`config.mk`:
```
export PLATFORM = sky130hd
export DESIGN_NAME = tiny_nn_host_drv_flat
export DESIGN_NICKNAME = d
export VERILOG_FILES = /design/src/rtl/tiny_nn_host_drv_if.sv /design/src/rtl/tiny_nn_host_drv.sv /design/src/flat_wrapper.sv
export SDC_FILE = /design/constraint.sdc
export NUM_CORES = 1
export LEC_CHECK = 0
export BUFFER_PORTS_ARGS = -buffer_cell sky130_fd_sc_hd__buf_2
export CORE_MARGIN = 2
export CORE_UTILIZATION = 48
export DETAILED_ROUTE_END_ITERATION = 8
export HOLD_SLACK_MARGIN = 0.15
export PLACE_DENSITY = 0.88
export SKIP_LAST_GASP = 1
export SYNTH_ARGS = -nofsm -noshare
export SYNTH_HDL_FRONTEND = slang
export SYNTH_SLANG_ARGS = --single-unit
```
`constraint.sdc`:
```
create_clock -name clk_i -period 2.3 [get_ports clk_i]
set_input_delay 0.345 -clock clk_i [delete_from_list [all_inputs] [get_ports clk_i]]
set_output_delay 0.345 -clock clk_i [all_outputs]
set_load 0.01 [all_outputs]
```
`src/rtl/tiny_nn_host_drv_if.sv`:
```
// Host-side handshake bundle for tiny_nn_host_drv: job request, operand stream, results and status.
// master = host/test logic, slave = the driver.
interface tiny_nn_host_drv_if;
    logic        job_valid;
    logic        job_ready;
    logic [7:0]  job_count;
    logic        job_relu;
    logic [15:0] job_bias;
    logic        op_valid;
    logic        op_ready;
    logic [15:0] op_data;
    logic        op_last;
    logic        res_valid;
    logic [15:0] res_data;
    logic        busy;
    logic        err_underrun;
    logic        err_cfg;

    modport master (
        output job_valid, job_count, job_relu, job_bias, op_valid, op_data, op_last,
        input  job_ready, op_ready, res_valid, res_data, busy, err_underrun, err_cfg
    );

    modport slave (
        input  job_valid, job_count, job_relu, job_bias, op_valid, op_data, op_last,
        output job_ready, op_ready, res_valid, res_data, busy, err_underrun, err_cfg
    );
endinterface

```
`src/rtl/tiny_nn_host_drv.sv`:
```
// Serialises accumulate jobs onto the tiny_nn 16-bit input bus and reassembles its byte-wide results,
// using a local mirror of the NN accumulate FSM to know when result bytes are valid.
module tiny_nn_host_drv #(
    parameter logic [15:0] IdleWord = 16'h0000
) (
    input  logic                     clk_i,
    input  logic                     rst_ni,
    tiny_nn_host_drv_if.slave        host,
    output logic [15:0]              nn_data_o,
    input  logic [7:0]               nn_data_i
);
    // Must track the values in tiny_nn_pkg.
    localparam logic [3:0]  CmdOpAccumulate = 4'h1;
    localparam logic [15:0] FPStdNaN        = 16'h7e00;

    typedef enum logic [2:0] {DIdle, DCmd, DBias, DStream, DLast, DDrain} drv_state_e;
    typedef enum logic [1:0] {MIdle, MBias, MExec, MEnd} mir_state_e;

    drv_state_e  d_state, d_next;
    mir_state_e  m_state, m_next;
    logic [15:0] nn_data_next, bias_q, res_q;
    logic [7:0]  m_cnt, m_cnt_next, m_start, m_start_next, lo_q;
    logic        lo_pend_q, cap_lo, strobe;
    logic        job_ready, job_fire, op_ready, op_is_nan;
    logic        underrun_next, cfg_next, underrun_q, cfg_q;

    always_ff @(posedge clk_i or negedge rst_ni) begin
        if (!rst_ni) begin
            d_state    <= DIdle;
            nn_data_o  <= IdleWord;
            bias_q     <= '0;
            underrun_q <= 1'b0;
            cfg_q      <= 1'b0;
        end else begin
            d_state    <= d_next;
            nn_data_o  <= nn_data_next;
            underrun_q <= underrun_next;
            cfg_q      <= cfg_next;
            if (job_fire) bias_q <= host.job_bias;
        end
    end

    assign op_is_nan = (host.op_data == FPStdNaN);
    assign job_fire  = host.job_valid && job_ready;

    always_comb begin
        d_next = d_state;
        unique case (d_state)
            DIdle:         if (job_fire && (host.job_count != 8'd0)) d_next = DCmd;
            DCmd:          d_next = DBias;
            DBias, DStream: begin
                if (!host.op_valid || op_is_nan) d_next = DDrain;
                else if (host.op_last)           d_next = DLast;
                else                             d_next = DStream;
            end
            DLast:         d_next = DDrain;
            // Leave drain on the same edge the mirror returns to idle so both are ready together.
            DDrain:        if (m_next == MIdle) d_next = DIdle;
            default:       d_next = DIdle;
        endcase
    end

    always_comb begin
        job_ready     = (d_state == DIdle) && (m_state == MIdle);
        op_ready      = (d_state == DBias) || (d_state == DStream);
        nn_data_next  = nn_data_o;
        underrun_next = 1'b0;
        cfg_next      = 1'b0;
        unique case (d_state)
            DIdle: begin
                nn_data_next = IdleWord;
                if (job_fire) begin
                    if (host.job_count != 8'd0)
                        nn_data_next = {CmdOpAccumulate, 3'b000, host.job_relu, host.job_count};
                    else
                        cfg_next = 1'b1;
                end
            end
            DCmd:          nn_data_next = bias_q;
            DBias, DStream: begin
                if (host.op_valid) begin
                    nn_data_next = host.op_data;
                end else begin
                    nn_data_next  = FPStdNaN;
                    underrun_next = 1'b1;
                end
            end
            DLast:         nn_data_next = FPStdNaN;
            DDrain:        nn_data_next = IdleWord;
            default:       nn_data_next = IdleWord;
        endcase
    end

    always_ff @(posedge clk_i or negedge rst_ni) begin
        if (!rst_ni) begin
            m_state   <= MIdle;
            m_cnt     <= '0;
            m_start   <= '0;
            lo_q      <= '0;
            lo_pend_q <= 1'b0;
            res_q     <= '0;
        end else begin
            m_state   <= m_next;
            m_cnt     <= m_cnt_next;
            m_start   <= m_start_next;
            lo_pend_q <= cap_lo;
            if (cap_lo) lo_q  <= nn_data_i;
            if (strobe) res_q <= {nn_data_i, lo_q};
        end
    end

    // Mirror of the NN accumulate FSM, driven by the word the NN sees this cycle.
    always_comb begin
        m_next       = m_state;
        m_cnt_next   = m_cnt;
        m_start_next = m_start;
        unique case (m_state)
            MIdle: begin
                if (nn_data_o[15:12] == CmdOpAccumulate) begin
                    m_start_next = nn_data_o[7:0];
                    m_cnt_next   = 8'd1;
                    m_next       = MBias;
                end
            end
            MBias: m_next = MExec;
            MExec: begin
                if (m_cnt == 8'd0) begin
                    m_cnt_next = m_start;
                end else begin
                    m_cnt_next = m_cnt - 8'd1;
                    if (nn_data_o == FPStdNaN) begin
                        m_next     = MEnd;
                        m_cnt_next = 8'd2;
                    end
                end
            end
            MEnd: begin
                if (m_cnt == 8'd0) m_next = MIdle;
                else               m_cnt_next = m_cnt - 8'd1;
            end
            default: m_next = MIdle;
        endcase
    end

    always_comb begin
        cap_lo = ((m_state == MExec) && (m_cnt == m_start)) ||
                 ((m_state == MEnd)  && (m_cnt == 8'd1));
        strobe = lo_pend_q && !cap_lo &&
                 ((m_state == MExec) || ((m_state == MEnd) && (m_cnt == 8'd0)));
    end

    assign host.job_ready    = job_ready;
    assign host.op_ready     = op_ready;
    assign host.res_valid    = strobe;
    assign host.res_data     = strobe ? {nn_data_i, lo_q} : res_q;
    assign host.busy         = !((d_state == DIdle) && (m_state == MIdle));
    assign host.err_underrun = underrun_q;
    assign host.err_cfg      = cfg_q;
endmodule

```
`src/flat_wrapper.sv`:
```
// flat-port wrapper written by rule: the top's interface ports become plain ports
module tiny_nn_host_drv_flat 
#(
    parameter logic [15:0] IdleWord = 16'h0000
)
  (clk_i, rst_ni, nn_data_o, nn_data_i, host_job_valid, host_job_count, host_job_relu, host_job_bias, host_op_valid, host_op_data, host_op_last, host_job_ready, host_op_ready, host_res_valid, host_res_data, host_busy, host_err_underrun, host_err_cfg);
  tiny_nn_host_drv_if host_i ();
  input  logic clk_i;
  input  logic rst_ni;
  output logic [15:0] nn_data_o;
  input  logic [7:0] nn_data_i;
  input wire logic [$bits(host_i.job_valid)-1:0] host_job_valid;
  input wire logic [$bits(host_i.job_count)-1:0] host_job_count;
  input wire logic [$bits(host_i.job_relu)-1:0] host_job_relu;
  input wire logic [$bits(host_i.job_bias)-1:0] host_job_bias;
  input wire logic [$bits(host_i.op_valid)-1:0] host_op_valid;
  input wire logic [$bits(host_i.op_data)-1:0] host_op_data;
  input wire logic [$bits(host_i.op_last)-1:0] host_op_last;
  output wire logic [$bits(host_i.job_ready)-1:0] host_job_ready;
  output wire logic [$bits(host_i.op_ready)-1:0] host_op_ready;
  output wire logic [$bits(host_i.res_valid)-1:0] host_res_valid;
  output wire logic [$bits(host_i.res_data)-1:0] host_res_data;
  output wire logic [$bits(host_i.busy)-1:0] host_busy;
  output wire logic [$bits(host_i.err_underrun)-1:0] host_err_underrun;
  output wire logic [$bits(host_i.err_cfg)-1:0] host_err_cfg;
  assign host_i.job_valid = host_job_valid;
  assign host_i.job_count = host_job_count;
  assign host_i.job_relu = host_job_relu;
  assign host_i.job_bias = host_job_bias;
  assign host_i.op_valid = host_op_valid;
  assign host_i.op_data = host_op_data;
  assign host_i.op_last = host_op_last;
  assign host_job_ready = host_i.job_ready;
  assign host_op_ready = host_i.op_ready;
  assign host_res_valid = host_i.res_valid;
  assign host_res_data = host_i.res_data;
  assign host_busy = host_i.busy;
  assign host_err_underrun = host_i.err_underrun;
  assign host_err_cfg = host_i.err_cfg;
  tiny_nn_host_drv #(.IdleWord(IdleWord)) u_core (.clk_i(clk_i), .rst_ni(rst_ni), .host(host_i), .nn_data_o(nn_data_o), .nn_data_i(nn_data_i));
endmodule
```
# Word-level counts from Yosys, hierarchy flattened

Cells that the tools add are included.

Register bits: 80
Input port bits: 54
Output and inout bits: 38
Word-level logic and storage cells: 79

Add/sub/neg operators: 1
Equal/unequal tests: 17
Multiplexer cells: 25
Reductions and logical operators: 25

Operator list:

| kind                                                  | count |
|---|---|
| case mux 16 bit (4 select lines)                      | 1 |
| two-way mux 16 bit                                    | 3 |
| equality test 16 x 15 -> 1 bit, second input constant | 2 |
| two-way mux 8 bit                                     | 4 |
| case mux 8 bit (3 select lines)                       | 1 |
| case mux 3 bit (5 select lines)                       | 1 |
| two-way mux 13 bit                                    | 1 |
| two-way mux 3 bit                                     | 4 |
| equality test 8 x 1 -> 1 bit, second input constant   | 1 |
| equality test 8 bit                                   | 1 |
| logical AND 1 bit                                     | 8 |
| logical NOT 8 bit                                     | 1 |
| two-way mux 2 bit                                     | 4 |
| case mux 2 bit (4 select lines)                       | 1 |
| nonzero test 8 bit                                    | 1 |
| subtractor 8 x 1 -> 8 bit, second input constant      | 1 |
| equality test 3 x 2 -> 1 bit, second input constant   | 2 |
| equality test 3 bit, second input constant            | 2 |
| two-way mux 1 bit                                     | 5 |
| equality test 2 bit, second input constant            | 2 |
| equality test 4 x 1 -> 1 bit, second input constant   | 1 |
| logical NOT 2 bit                                     | 2 |
| logical OR 1 bit                                      | 4 |
| inequality test 2 x 1 -> 1 bit, second input constant | 2 |
| other kinds (9)                                       | 13 |

# Depth between registers and ports, before layout

Gate-level depths: netlist of run 1.

Word-level depth: 7
Gate-level depth with buffers: 8
Depth with buffers taken out: 7

# Worst setup path after synthesis of run 1

No wires, ideal clock.

Path type: register to output
From: reg u_core.m_cnt[0]
To: out host_res_data[10]
Arrival: 1903 ps
Required time: 1955 ps
Slack: 52 ps
Stages on the path, launching flop included: 9
Buffers on the path: 1
Cell sequence: dfrtp_1 > inv_1 > ha_1 > nor4b_4 > nand2_4 > a21oi_2 > nand4_4 > buf_8 > mux2_4

Word-level cells in the longest chain between the ends: 7
Elaborated cells between the ends (all ways): 12
Those cells by class: eq/ne (2); mux (1); reduce/logical (9)

Ends and longest elaborated chain:

| element                                                             | line                                             | source |
|---|---|---|
| start, declared                                                     | tiny_nn_host_drv.sv:22                           | `logic [7:0] m_cnt, m_cnt_next, m_start, m_start_next, lo_q;` |
| start signal, assigned                                              | tiny_nn_host_drv.sv:104                          | `m_cnt <= m_cnt_next;` |
| equality test 8 bit or equality test 8 x 1 -> 1 bit (tied branches) | tiny_nn_host_drv.sv:146, tiny_nn_host_drv.sv:147 |  |
| logical AND 1 bit, on equally long branches                         | tiny_nn_host_drv.sv:146, tiny_nn_host_drv.sv:147 |  |
| logical OR 1 bit                                                    | tiny_nn_host_drv.sv:146                          | `cap_lo = ((m_state == MExec) && (m_cnt == m_start)) \|\|` |
| logical NOT 1 bit                                                   | tiny_nn_host_drv.sv:148                          | `strobe = lo_pend_q && !cap_lo &&` |
| logical AND 1 bit                                                   | tiny_nn_host_drv.sv:148                          |  |
| logical AND 1 bit (*)                                               | tiny_nn_host_drv.sv:148                          |  |
| two-way mux 16 bit (*)                                              | n/a                                              |  |
| end, declared                                                       | flat_wrapper.sv:22                               | `output wire logic [$bits(host_i.res_data)-1:0] host_res_data;` |

Mark *: on every way between the ends. The rest lies on a longest branch, timed or not.

# Worst setup path after layout of run 1

From: reg u_core.m_cnt[5]
To: out host_res_data[15]

The elaborated chain is that of the path after synthesis.

==> results of run 1 <==
-- layer usage --
metal | track usage, % | wire (um)
met2 | 39.6 | 4880
met1 | 26.9 | 3630
met4 | 7.72 | 268
met5 | 0 | 0
met3 | 5.78 | 747
-- state kept, by name (all words and copies together) (netlist names) --
signal                    count
u_core.lo_q                   8
u_core.host.err_underrun      1
u_core.m_start                8
u_core.res_q                 16
u_core.bias_q                16
u_core.d_state                3
u_core.host.err_cfg           1
u_core.m_cnt                  8
u_core.lo_pend_q              1
u_core.nn_data_o             16
u_core.m_state                2
-- cell usage after synthesis (all sizes together) (2+ instances only) --
master	count
nand2	63
o22ai	2
ha	3
nand4b	2
nand4	2
or3	5
buf	4
a22o	2
o41ai	2
o21ai	14
a21boi	2
and2	2
nor3	9
nor4b	4
a22oi	6
inv	15
a21oi	5
nand3	5
mux2	33
xor2	8
o31ai	3
nor2b	5
nor2	7
clkbuf	12
a32oi	3
nand2b	6
or4	5
dfrtp	80
nor4	6
a32o	2
and3	5
a222oi	8
-- through the flow --
| stage | instances | hold slack, ns | cell area (um^2) | util (%) |
|---|---|---|---|---|
| 3_3_place_gp | 546 | 0.359 | 4530 | 59.0 |
| 3_5_place_dp | 546 | 0.365 | 4530 | 59.0 |
| 6_report | 571 | 0.186 | 4980 | 64.8 |
| 5_1_grt | 571 | 0.197 | 4980 | 64.8 |
| 2_1_floorplan | 341 | 0.0494 | 3790 | - |
| 4_1_cts | 564 | 0.172 | 4760 | 61.9 |
-- final cells by class --
type / instances / share of cell area (%)
sequential: 80 / 40.2
clock buffer: 11 / 2.64
timing repair buffer: 128 / 17.9
tap: 102 / 2.56
clock inverter: 5 / 1.63
inverter: 16 / 1.20
multi-input combinational: 229 / 33.9
-- worst register-to-register path: stages (launching register included) --
cell     delay (ns)
dfrtp_1        0.41
inv_2          0.09
ha_4           0.13
nor4b_4        0.26
nand2_4        0.09
buf_4          0.14
buf_4          0.16
a31o_2         0.29
and3_1         0.18
a311o_1        0.31
-- worst max path at each step --
stage | slack [ns] | cells past startpoint | to | from
2_1_floorplan | 0.05 | 8 | host_res_data[10] | u_core.m_cnt[0]
3_3_place_gp | 0.05 | 7 | host_res_data[4] | u_core.m_cnt[5]
3_5_place_dp | -0.02 | 9 | host_res_data[11] | u_core.m_cnt[1]
4_1_cts | -0.38 | 8 | host_res_data[3] | u_core.m_cnt[0]
5_1_grt | -0.45 | 7 | host_res_data[5] | u_core.m_cnt[5]
6_report | -0.38 | 7 | host_res_data[15] | u_core.m_cnt[5]
-- cells by family after synthesis --
| family | after synthesis |
|---|---|
| DFF | 80 |
| adders and majority gates | 3 |
| buffers and inverters | 32 |
| xor gates and xnor gates | 9 |
| AOI/OAI and AO/OA | 56 |
| muxes | 33 |
| and+or+nand+nor | 128 |
-- report_power, final --
group	internal (mW)	switching [mW]
clock network	0.612	0.497
registers	2.02	0.451
logic	1.62	1.50
-- layout by cell type, fill, tap and decap left out, types with 8 or more instances in the layout --
cell type / count
a222oi_1: 8
buf_2: 75
buf_4: 33
buf_6: 15
clkbuf_8: 9
dfrtp_1: 80
inv_1: 12
mux2_2: 22
mux2_4: 11
nand2_1: 61
o21ai_0: 13
xor2_1: 8
-- what timing repair did --
action	4_1_cts	5_1_grt
setup buffers	1	5
pin swaps	1	4
cloned	0	2
hold buffers	1	0
resized for setup	0	27
endpoints found under the hold margin	40	0
endpoints found under the setup margin	17	17
==> metrics.txt, run 1 <==
Hold Path Stages=3; crit path max fanout=4; Primary FF master, synth=dfrtp_1; #FFs+latches synth=80; Post-synth EDFFs=0; Max Buffers Root-to-Sink=2; Pwr Density=1340 nW/um^2; Reg2Reg Depth=9; run status=finished, violations left; Fin Setup TNS=-5.57 ns; critical path's top delay family=simple AND/OR/NAND/NOR gates; DRT Pass-1 Iters=7; WL/cell=16.7 um; leak pwr=2.58 nW; fmax=about 370 MHz; largest family of logic cells by synthesized area=simple AND/OR/NAND/NOR gates; # nets final=521; Reg2Reg Capture Point=u_core.m_cnt[4]; Routed WL=9530 um; initial antenna violation count=0; # diodes=0; Post-Synth Simple-Gate Area=18.4%; Syn-to-layout area delta=31.4%; failing checks=setup timing; vias in the first global route=3284; 1st-iter DRT viols=366; DRC viols=0; post-synthesis adder-cell area fraction=0.989%; Compound-Gate Fraction of Synth Area=11.3%; overall track demand over capacity in global routing=between 20% and 30%; synth unique cells=56; first-pass GRT wire length=15400 um; post-synth top area share=52.8%; slew margin rel.=63.9%; r2r startpoint=u_core.m_cnt[1]; worst clock skew=0.00846 ns; I/O Pins=between 90 and 100; Worst VDD drop=0.631 mV; cell row count=32; max-cap viol count=0; biggest area consumer among synthesized cells=dfrtp_1; Synth Area in XOR/XNOR=between 2 and 2.5%; Slew @ Worst Pin=0.541 ns; Synthesized Nets=just under 400; min-delay src=host_job_bias[0]; Tmin final=2.68 ns; pre-CTS setup slack=-0.0182 ns; Num CTS Buffers=9; setup slack, reg-to-reg=0.14 ns; WP data arrival=2.33 ns; Die Width=92.9 um; sequential area share after synthesis=52.8%; # port buffers=91; final worst-path cycle share=116%; die height=slightly above 90 um; clk sinks=80; Mapped Cells=341; GPL Wtd Cong=0.924; crit-path cells=or4b_4 -> nor3_4 -> a21oi_4 -> nand4_4 -> clkbuf_16 -> mux2_2 -> buf_6; Async SR Flop Fraction=between 90% and 100%; multiplexer area fraction after synthesis=10.7%; largest net degree at the start of global routing=42; full die area=8630 um^2; CP endpoint kind=output pin; yosys warns=0; Slowest-stage cell, CP=or4b_4; Post-Syn Area=3790 um^2; Worst Setup Path Type=flop to output pin; Worst setup SP type=flop; Mean Syn Cell Area=11.1 um^2; Crit path buffers/inverters=2; Final Hold Viols=0; final number of max-transition violations=0; share of layout cells above drive strength 1=40.5%; Hold/Removal Path Class=input pin to flop; Vias=3189; CTS tree=done; remaining antenna violation count=0; CTS clk-pin slew, worst paths=0.08 ns; Setup Viol. Count Final=17; Core Area=7690 um^2; Hold Path Sink=u_core.bias_q[0]; Final WS setup=-0.375 ns; post-DP HPWL=6790 um; Crit path largest cell delay=between 0.5 and 0.6 ns; initial core utilization=49.4%; Power Total=6.70 mW; clk_lat worst skew=0.34 ns; Area contributors post-synth=dfrtp_1 53%, mux2_2 7.1%, nand2_1 6.1%; Worst Path Required=1.96 ns; area of the multi-input gates=1690 um^2; RSZ-0062 raised after global routing=true; CTS HTree Levels=3; Overflow after GRT=0; vias per cell=5.58; Fillers=approximately 590; FF/Latch Area=approximately 2000 um^2; Root Buffer=clkbuf_8
Note: power is estimated with default switching activity, not from simulation.
==> run 2: changes to the inputs <==
ABC_AREA = 1   (was default)
CORE_UTILIZATION = 49   (was 48)
==> run 2 against run 1 <==
Effect of this change: the flow still finishes with violations (setup timing); routed wire length is 29% higher; register-to-register slack better by 0.17 ns; non-clock buffer count is 2 lower; largest cell class unchanged; global-route usage is 4.1 points higher; first-iteration DRC count is 49% higher; fmax is 7.1% higher; critical path type unchanged; largest power group unchanged; worst setup slack better by 0.18 ns; clock power is 5% lower.
==> metrics.txt, run 2 <==
synth cell count leaders=174 x nand2_1, 80 x dfrtp_1, 48 x nor2_1, 42 x inv_1, 34 x nand3_1; vias in the first global route=3921; clk_lat worst skew=0.36 ns; Root Buffer=clkbuf_8; Hold/Removal Path Class=input pin to flop; slew margin rel.=67.7%; share of layout cells above drive strength 1=32.4%; fmax=400 MHz; WL/cell=approximately 17 um; post-DP HPWL=7560 um; crit path max fanout=25; Routed WL=12300 um; Area contributors post-synth=dfrtp_1 49%, nand2_1 16%, nor2_1 4.4%; final number of max-transition violations=0; area of the multi-input gates=between 1500 and 2000 um^2; final worst-path cycle share=109%; remaining antenna violation count=0; WP data arrival=2.15 ns; Setup Viol. Count Final=17; Fillers=576; overall track demand over capacity in global routing=26.7%; #FFs+latches synth=80; sequential area share after synthesis=49.0%; Max Buffers Root-to-Sink=2; post-synth top area share=49.0%; I/O Pins=between 90 and 100; CTS tree=done; Num CTS Buffers=9; clk sinks=80; initial core utilization=between 50% and 60%; Primary FF master, synth=dfrtp_1; Mean Syn Cell Area=8.06 um^2; cell with the most instances after synthesis=nand2_1; synth unique cells=32; Post-Syn Area=4090 um^2; DRC viols=0; max-cap viol count=0; leak pwr=2.84 nW; RSZ-0062 raised after global routing=true; # diodes=0; FF/Latch Area=between 2000 and 2500 um^2; biggest area consumer among synthesized cells=dfrtp_1; DRT Pass-1 Iters=6; Power Total=7.36 mW; pre-CTS setup slack=between 0.07 and 0.08 ns; Synthesized Nets=564; vias per cell=5.74; Mapped Cells=507; die height=approximately 95 um; Post-synth EDFFs=0; full die area=9080 um^2; yosys warns=0; Core Area=8130 um^2; cell row count=33; Slowest-stage cell, CP=dfrtp_1; Pwr Density=about 1400 nW/um^2; Worst setup SP type=flop; Final Hold Viols=0; largest net degree at the start of global routing=37; Tmin final=2.50 ns; # nets final=688; first-pass GRT wire length=between 15000 and 20000 um; Crit path largest cell delay=0.41 ns; run status=finished, violations left; CTS HTree Levels=3; Final WS setup=-0.199 ns; crit-path cells=inv_2 -> buf_4 -> o22ai_1 -> nor2_1 -> nand3_4 -> buf_8 -> nand4_1 -> nand2_4 -> buf_6; GPL Wtd Cong=0.994; Worst Path Required=1.96 ns; Worst VDD drop=~0.62 mV; Worst Setup Path Type=flop to output pin; Overflow after GRT=0; CP endpoint kind=output pin; Async SR Flop Fraction=100%; worst clock skew=0.0136 ns; Syn-to-layout area delta=30.8%; initial antenna violation count=0; 1st-iter DRT viols=544; placed cell count=between 700 and 800; commonest cells after routing, fill and taps aside=159 x nand2_1, 75 x buf_2, 74 x dfrtp_1, 48 x nor2_1, 41 x inv_1; CTS clk-pin slew, worst paths=0.09 ns; Fin Setup TNS=-1.47 ns; most common cell after layout, fill and taps aside=nand2_1; # port buffers=a little over 90; Vias=4255; hold slack=roughly 0.17 ns; Slew @ Worst Pin=0.484 ns; Die Width=95.3 um; Finished Layout Cells=741; biggest regs=u_core.bias_q (16), u_core.nn_data_o (16), u_core.res_q (16); failing checks=setup timing
==> run 2: cell types whose count changed after synthesis, moves of 7 or more <==
cell and change:
a21oi_1 +13, nand2_1 +112, nor3_1 -7, nand2_2 +12, a222oi_1 -8, nand2_4 +9
nand3_1 +29, nor2_1 +41, mux2_2 -22, inv_1 +27, nand4_1 +22, mux2_4 -9
==> run 2: worst paths after layout <==
path,start,end,slack (ns),cells after the start
max,u_core.m_cnt[1],host_res_data[9],-0.20,9
min,host_job_bias[0],u_core.bias_q[0],0.17,3
max reg2reg,u_core.m_cnt[0],u_core.m_cnt[2],0.31,10
min reg2reg,u_core.bias_q[9],u_core.bias_q[9],0.49,2
max in group asynchronous,rst_ni,u_core.lo_q[4],1.22,3
min in group asynchronous,rst_ni,u_core.res_q[2],0.48,2
==> run 2: cell type report <==
class	count	area share (%)
clock buffers	10	2.39
clock inverters	6	1.26
inverters	47	3.30
multi-input cells	367	36.4
flip-flops and latches	80	37.6
well taps	105	2.46
repair buffers	126	16.5
==> run 2: through the flow <==
step | instance area [um^2] | util [%]
floorplan | 4090 | -
global placement | 4700 | 57.8
detailed placement | 4700 | 57.8
CTS | 5120 | 63.0
global route | 5340 | 65.7
finish | 5340 | 65.7
==> run 2: logic make-up (layout without fill, tap and decap cells) <==
group / Yosys count / after routing / share of synthesized area, %
mux: 2 / 2 / 0.551
fa+ha+maj: 3 / 3 / 0.919
simple gates: 316 / 316 / 36.1
buf+inv: 60 / 189 / 6.06
flops: 80 / 80 / 49.0
compound gates: 42 / 42 / 6.46
xor+xnor: 4 / 4 / 0.858
==> run 2: routing by layer <==
metal | vias to the layer above | wire length (um) | track usage, %
met1 | 1977 | 4450 | 34.1
met2 | 302 | 5860 | 43.9
met3 | 96 | 1180 | 4.58
met4 | 0 | 788 | 13.3
met5 | - | 0 | 0
li1 | 1880 | - | -
==> run 2: repair_timing <==
action,CTS,global route
hold buffers,1,0
gates resized for setup,21,40
setup endpoints to repair,17,17
pin swaps,8,10
setup buffers,17,6
endpoints found under the hold margin,34,0
==> run 2: critical path, delay by kind of cell, from the launching register on <==
kind	cells	cell delay, ns
AO/OA/AOI/OAI	1	0.21
buffers and inverters	4	0.54
flip-flops	1	0.41
AND/OR/NAND/NOR	4	0.63
==> run 2: report_power, final <==
part / internal, mW / leakage, nW / total, mW / switching (mW)
sequential: 2.04 / 0.985 / 2.62 / 0.576
combinational: 1.56 / 1.76 / 3.69 / 2.13
clock: 0.508 / 0.0933 / 1.05 / 0.545
==> run 3: changes to the inputs <==
ABC_AREA = default   (was 1)
CORE_UTILIZATION = 48   (was 49)
SETUP_SLACK_MARGIN = 0.4   (was default)
==> run 3 against run 2 <==
Effect of this change: the run still ends with setup timing left; core utilization grew 2.7 points; sequential power shrank 5%; clock power is essentially flat; worst hold slack lost 0.0043 ns; largest cell class unchanged; largest power group unchanged.
==> metrics.txt, run 3 (synthesized netlist as in run 1, its figures left out) <==
Pwr Density=about 1300 nW/um^2; WP data arrival=around 2.3 ns; initial core utilization=49.4%; die height=92.9 um; share of power burned in combinational logic=approximately half; setup slack, reg-to-reg=-0.37 ns; CP endpoint kind=output pin; share of layout cells above drive strength 1=48.1%; fmax=between 300 and 400 MHz; Worst Setup Path Type=flop to output pin; DRT Pass-1 Iters=5; layer with the highest usage=met2; Power Total=6.98 mW; Syn-to-layout area delta=38.4%; worst clock skew=0.00683 ns; clock network fraction of total power=15.5%; # port buffers=91; Slew @ Worst Pin=0.501 ns; # diodes=0; slew margin rel.=66.6%; Worst Path Required=1.96 ns; full die area=8630 um^2; CTS tree=done; initial antenna violation count=0; Power Internal=4.28 mW; sw frac=38.7%; leak pwr=2.69 nW; DRC viols=0; overall track demand over capacity in global routing=24.1%; failing checks=setup timing; crit-path cells=inv_2 -> ha_4 -> nor4b_4 -> nand2_4 -> a21oi_4 -> nand4_4 -> clkbuf_16 -> mux2_4 -> buf_6; Crit path largest cell delay=0.45 ns; Finished Layout Cells=593; Critical Path Source=u_core.m_cnt[1]; Reg2Reg Capture Point=u_core.lo_q[7]; Num CTS Buffers=9; 1st-iter DRT viols=280; final number of max-transition violations=0; WL/cell=roughly 18 um; remaining antenna violation count=0; Setup Viol. Count Final=26; crit path max fanout=8; vias in the first global route=3364; clk sinks=80; Reg2Reg Depth=11; # nets final=543; Core Area=just under 8000 um^2; CP Capture Point=host_res_data[7]; vias per cell=5.74; Slowest-stage cell, CP=dfrtp_1; r2r startpoint=u_core.m_cnt[4]; Worst VDD drop=~0.62 mV; clk_lat worst skew=0.36 ns; Root Buffer=clkbuf_8; GR met3 Demand/Resource=4.39%; Final WS setup=-0.372 ns; final worst-path cycle share=116%; Tmin final=2.67 ns; GRT met1 Usage=28.5%; Die Width=around 93 um; P_sw=2.70 mW; run status=finished, violations left; cell row count=32; placed cell count=~550; post-DP HPWL=6670 um; Hold/Removal Path Class=input pin to flop; commonest cells after routing, fill and taps aside=82 x buf_2, 75 x dfrtp_1, 61 x nand2_1, 41 x buf_4, 24 x mux2_2; largest net degree at the start of global routing=44; Overflow after GRT=0; Routed WL=10700 um; first-pass GRT wire length=approximately 16000 um; RSZ-0062 raised after global routing=true; biggest regs=u_core.bias_q (16), u_core.nn_data_o (16), u_core.res_q (16); Max Buffers Root-to-Sink=2; M2 GR Usage=42.8%; max-cap viol count=0; Final Hold Viols=0; most common cell after layout, fill and taps aside=buf_2; Worst setup SP type=flop; Vias=3403; CTS HTree Levels=3; GPL Wtd Cong=between 0.9 and 1; I/O Pins=around 90; Flop pwr share=a little over a third; CTS clk-pin slew, worst paths=0.09 ns
run 3: cell types whose count changed in the layout (fill, tap and decap cells not counted), sizes merged, moves of 21 or more:
cell | previous run | this run
buf | 125 | 148
inv | 49 | 18
mux2 | 2 | 33
nand2 | 196 | 63
nand3 | 37 | 5
nand4 | 23 | 2
nor2 | 56 | 7
run 3: worst min path at each step:
stage | endpoint | start | depth (start not counted)
floorplan | u_core.bias_q[0] | rst_ni | 0
global placement | u_core.bias_q[13] | rst_ni | 1
detailed placement | u_core.bias_q[13] | rst_ni | 1
CTS | u_core.bias_q[3] | host_job_bias[3] | 3
global route | u_core.bias_q[0] | host_job_bias[0] | 3
finish | u_core.bias_q[3] | host_job_bias[3] | 3
run 3: final cells by class:
type	count	area, um^2
clock buffer	9	124
clock inverter	7	77.6
fill	549	2430
inverter	16	62.6
multi-input combinational	229	1800
sequential	80	2010
tap	102	128
timing repair buffer	150	1050
run 3: per-layer routing:
layer,routed length (um),vias up,share of wire (%)
met5,0,-,0
met4,376,0,3.5
met3,750,35,7.0
met2,5500,186,52
met1,4030,1664,38
li1,-,1518,-
run 3: repair_timing:
| action | 4_1_cts | 5_1_grt |
|---|---|---|
| hold endpoints to repair | 37 | 0 |
| endpoints found under the setup margin | 48 | 55 |
| resized for setup | 37 | 27 |
| gates cloned | 1 | 0 |
| setup buffers | 21 | 8 |
| pin swaps | 4 | 8 |
| hold buffers | 1 | 0 |
run 3: metrics by stage:
| stage | util [%] | TNS, ns | setup slack (ns) | instance area, um^2 | hold slack, ns |
|---|---|---|---|---|---|
| after floorplan | - | 0 | 0.0939 | 3820 | 0.0494 |
| after global placement | 59.0 | -0.600 | -0.0433 | 4530 | 0.339 |
| after CTS | 66.2 | -8.00 | -0.372 | 5090 | 0.154 |
| after global routing | 68.3 | -10.92 | -0.464 | 5250 | 0.178 |
| after detailed placement | 59.0 | -1.76 | -0.119 | 4530 | 0.342 |
| final | 68.3 | -8.95 | -0.372 | 5250 | 0.167 |
run 3: worst max-delay path: cells and delay by family (launching register included):
family	cells	cell delay (ns)
AND/OR/NAND/NOR	3	0.51
flip-flops	1	0.45
buffers and inverters	3	0.43
multiplexers	1	0.31
AO/OA/AOI/OAI	1	0.15
adder cells (fa/ha/maj)	1	0.12
run 3: power groups by stage:
| stage | Combinational [mW] | Clock, mW | Sequential, mW |
|---|---|---|---|
| final | 3.41 | 1.08 | 2.49 |
| after floorplan | 1.74 | 0 | 2.40 |
| after CTS | 3.09 | 1.09 | 2.45 |
| after global routing | 3.66 | 1.15 | 2.56 |
| after detailed placement | 2.65 | 0 | 2.50 |
| after global placement | 2.56 | 0 | 2.48 |
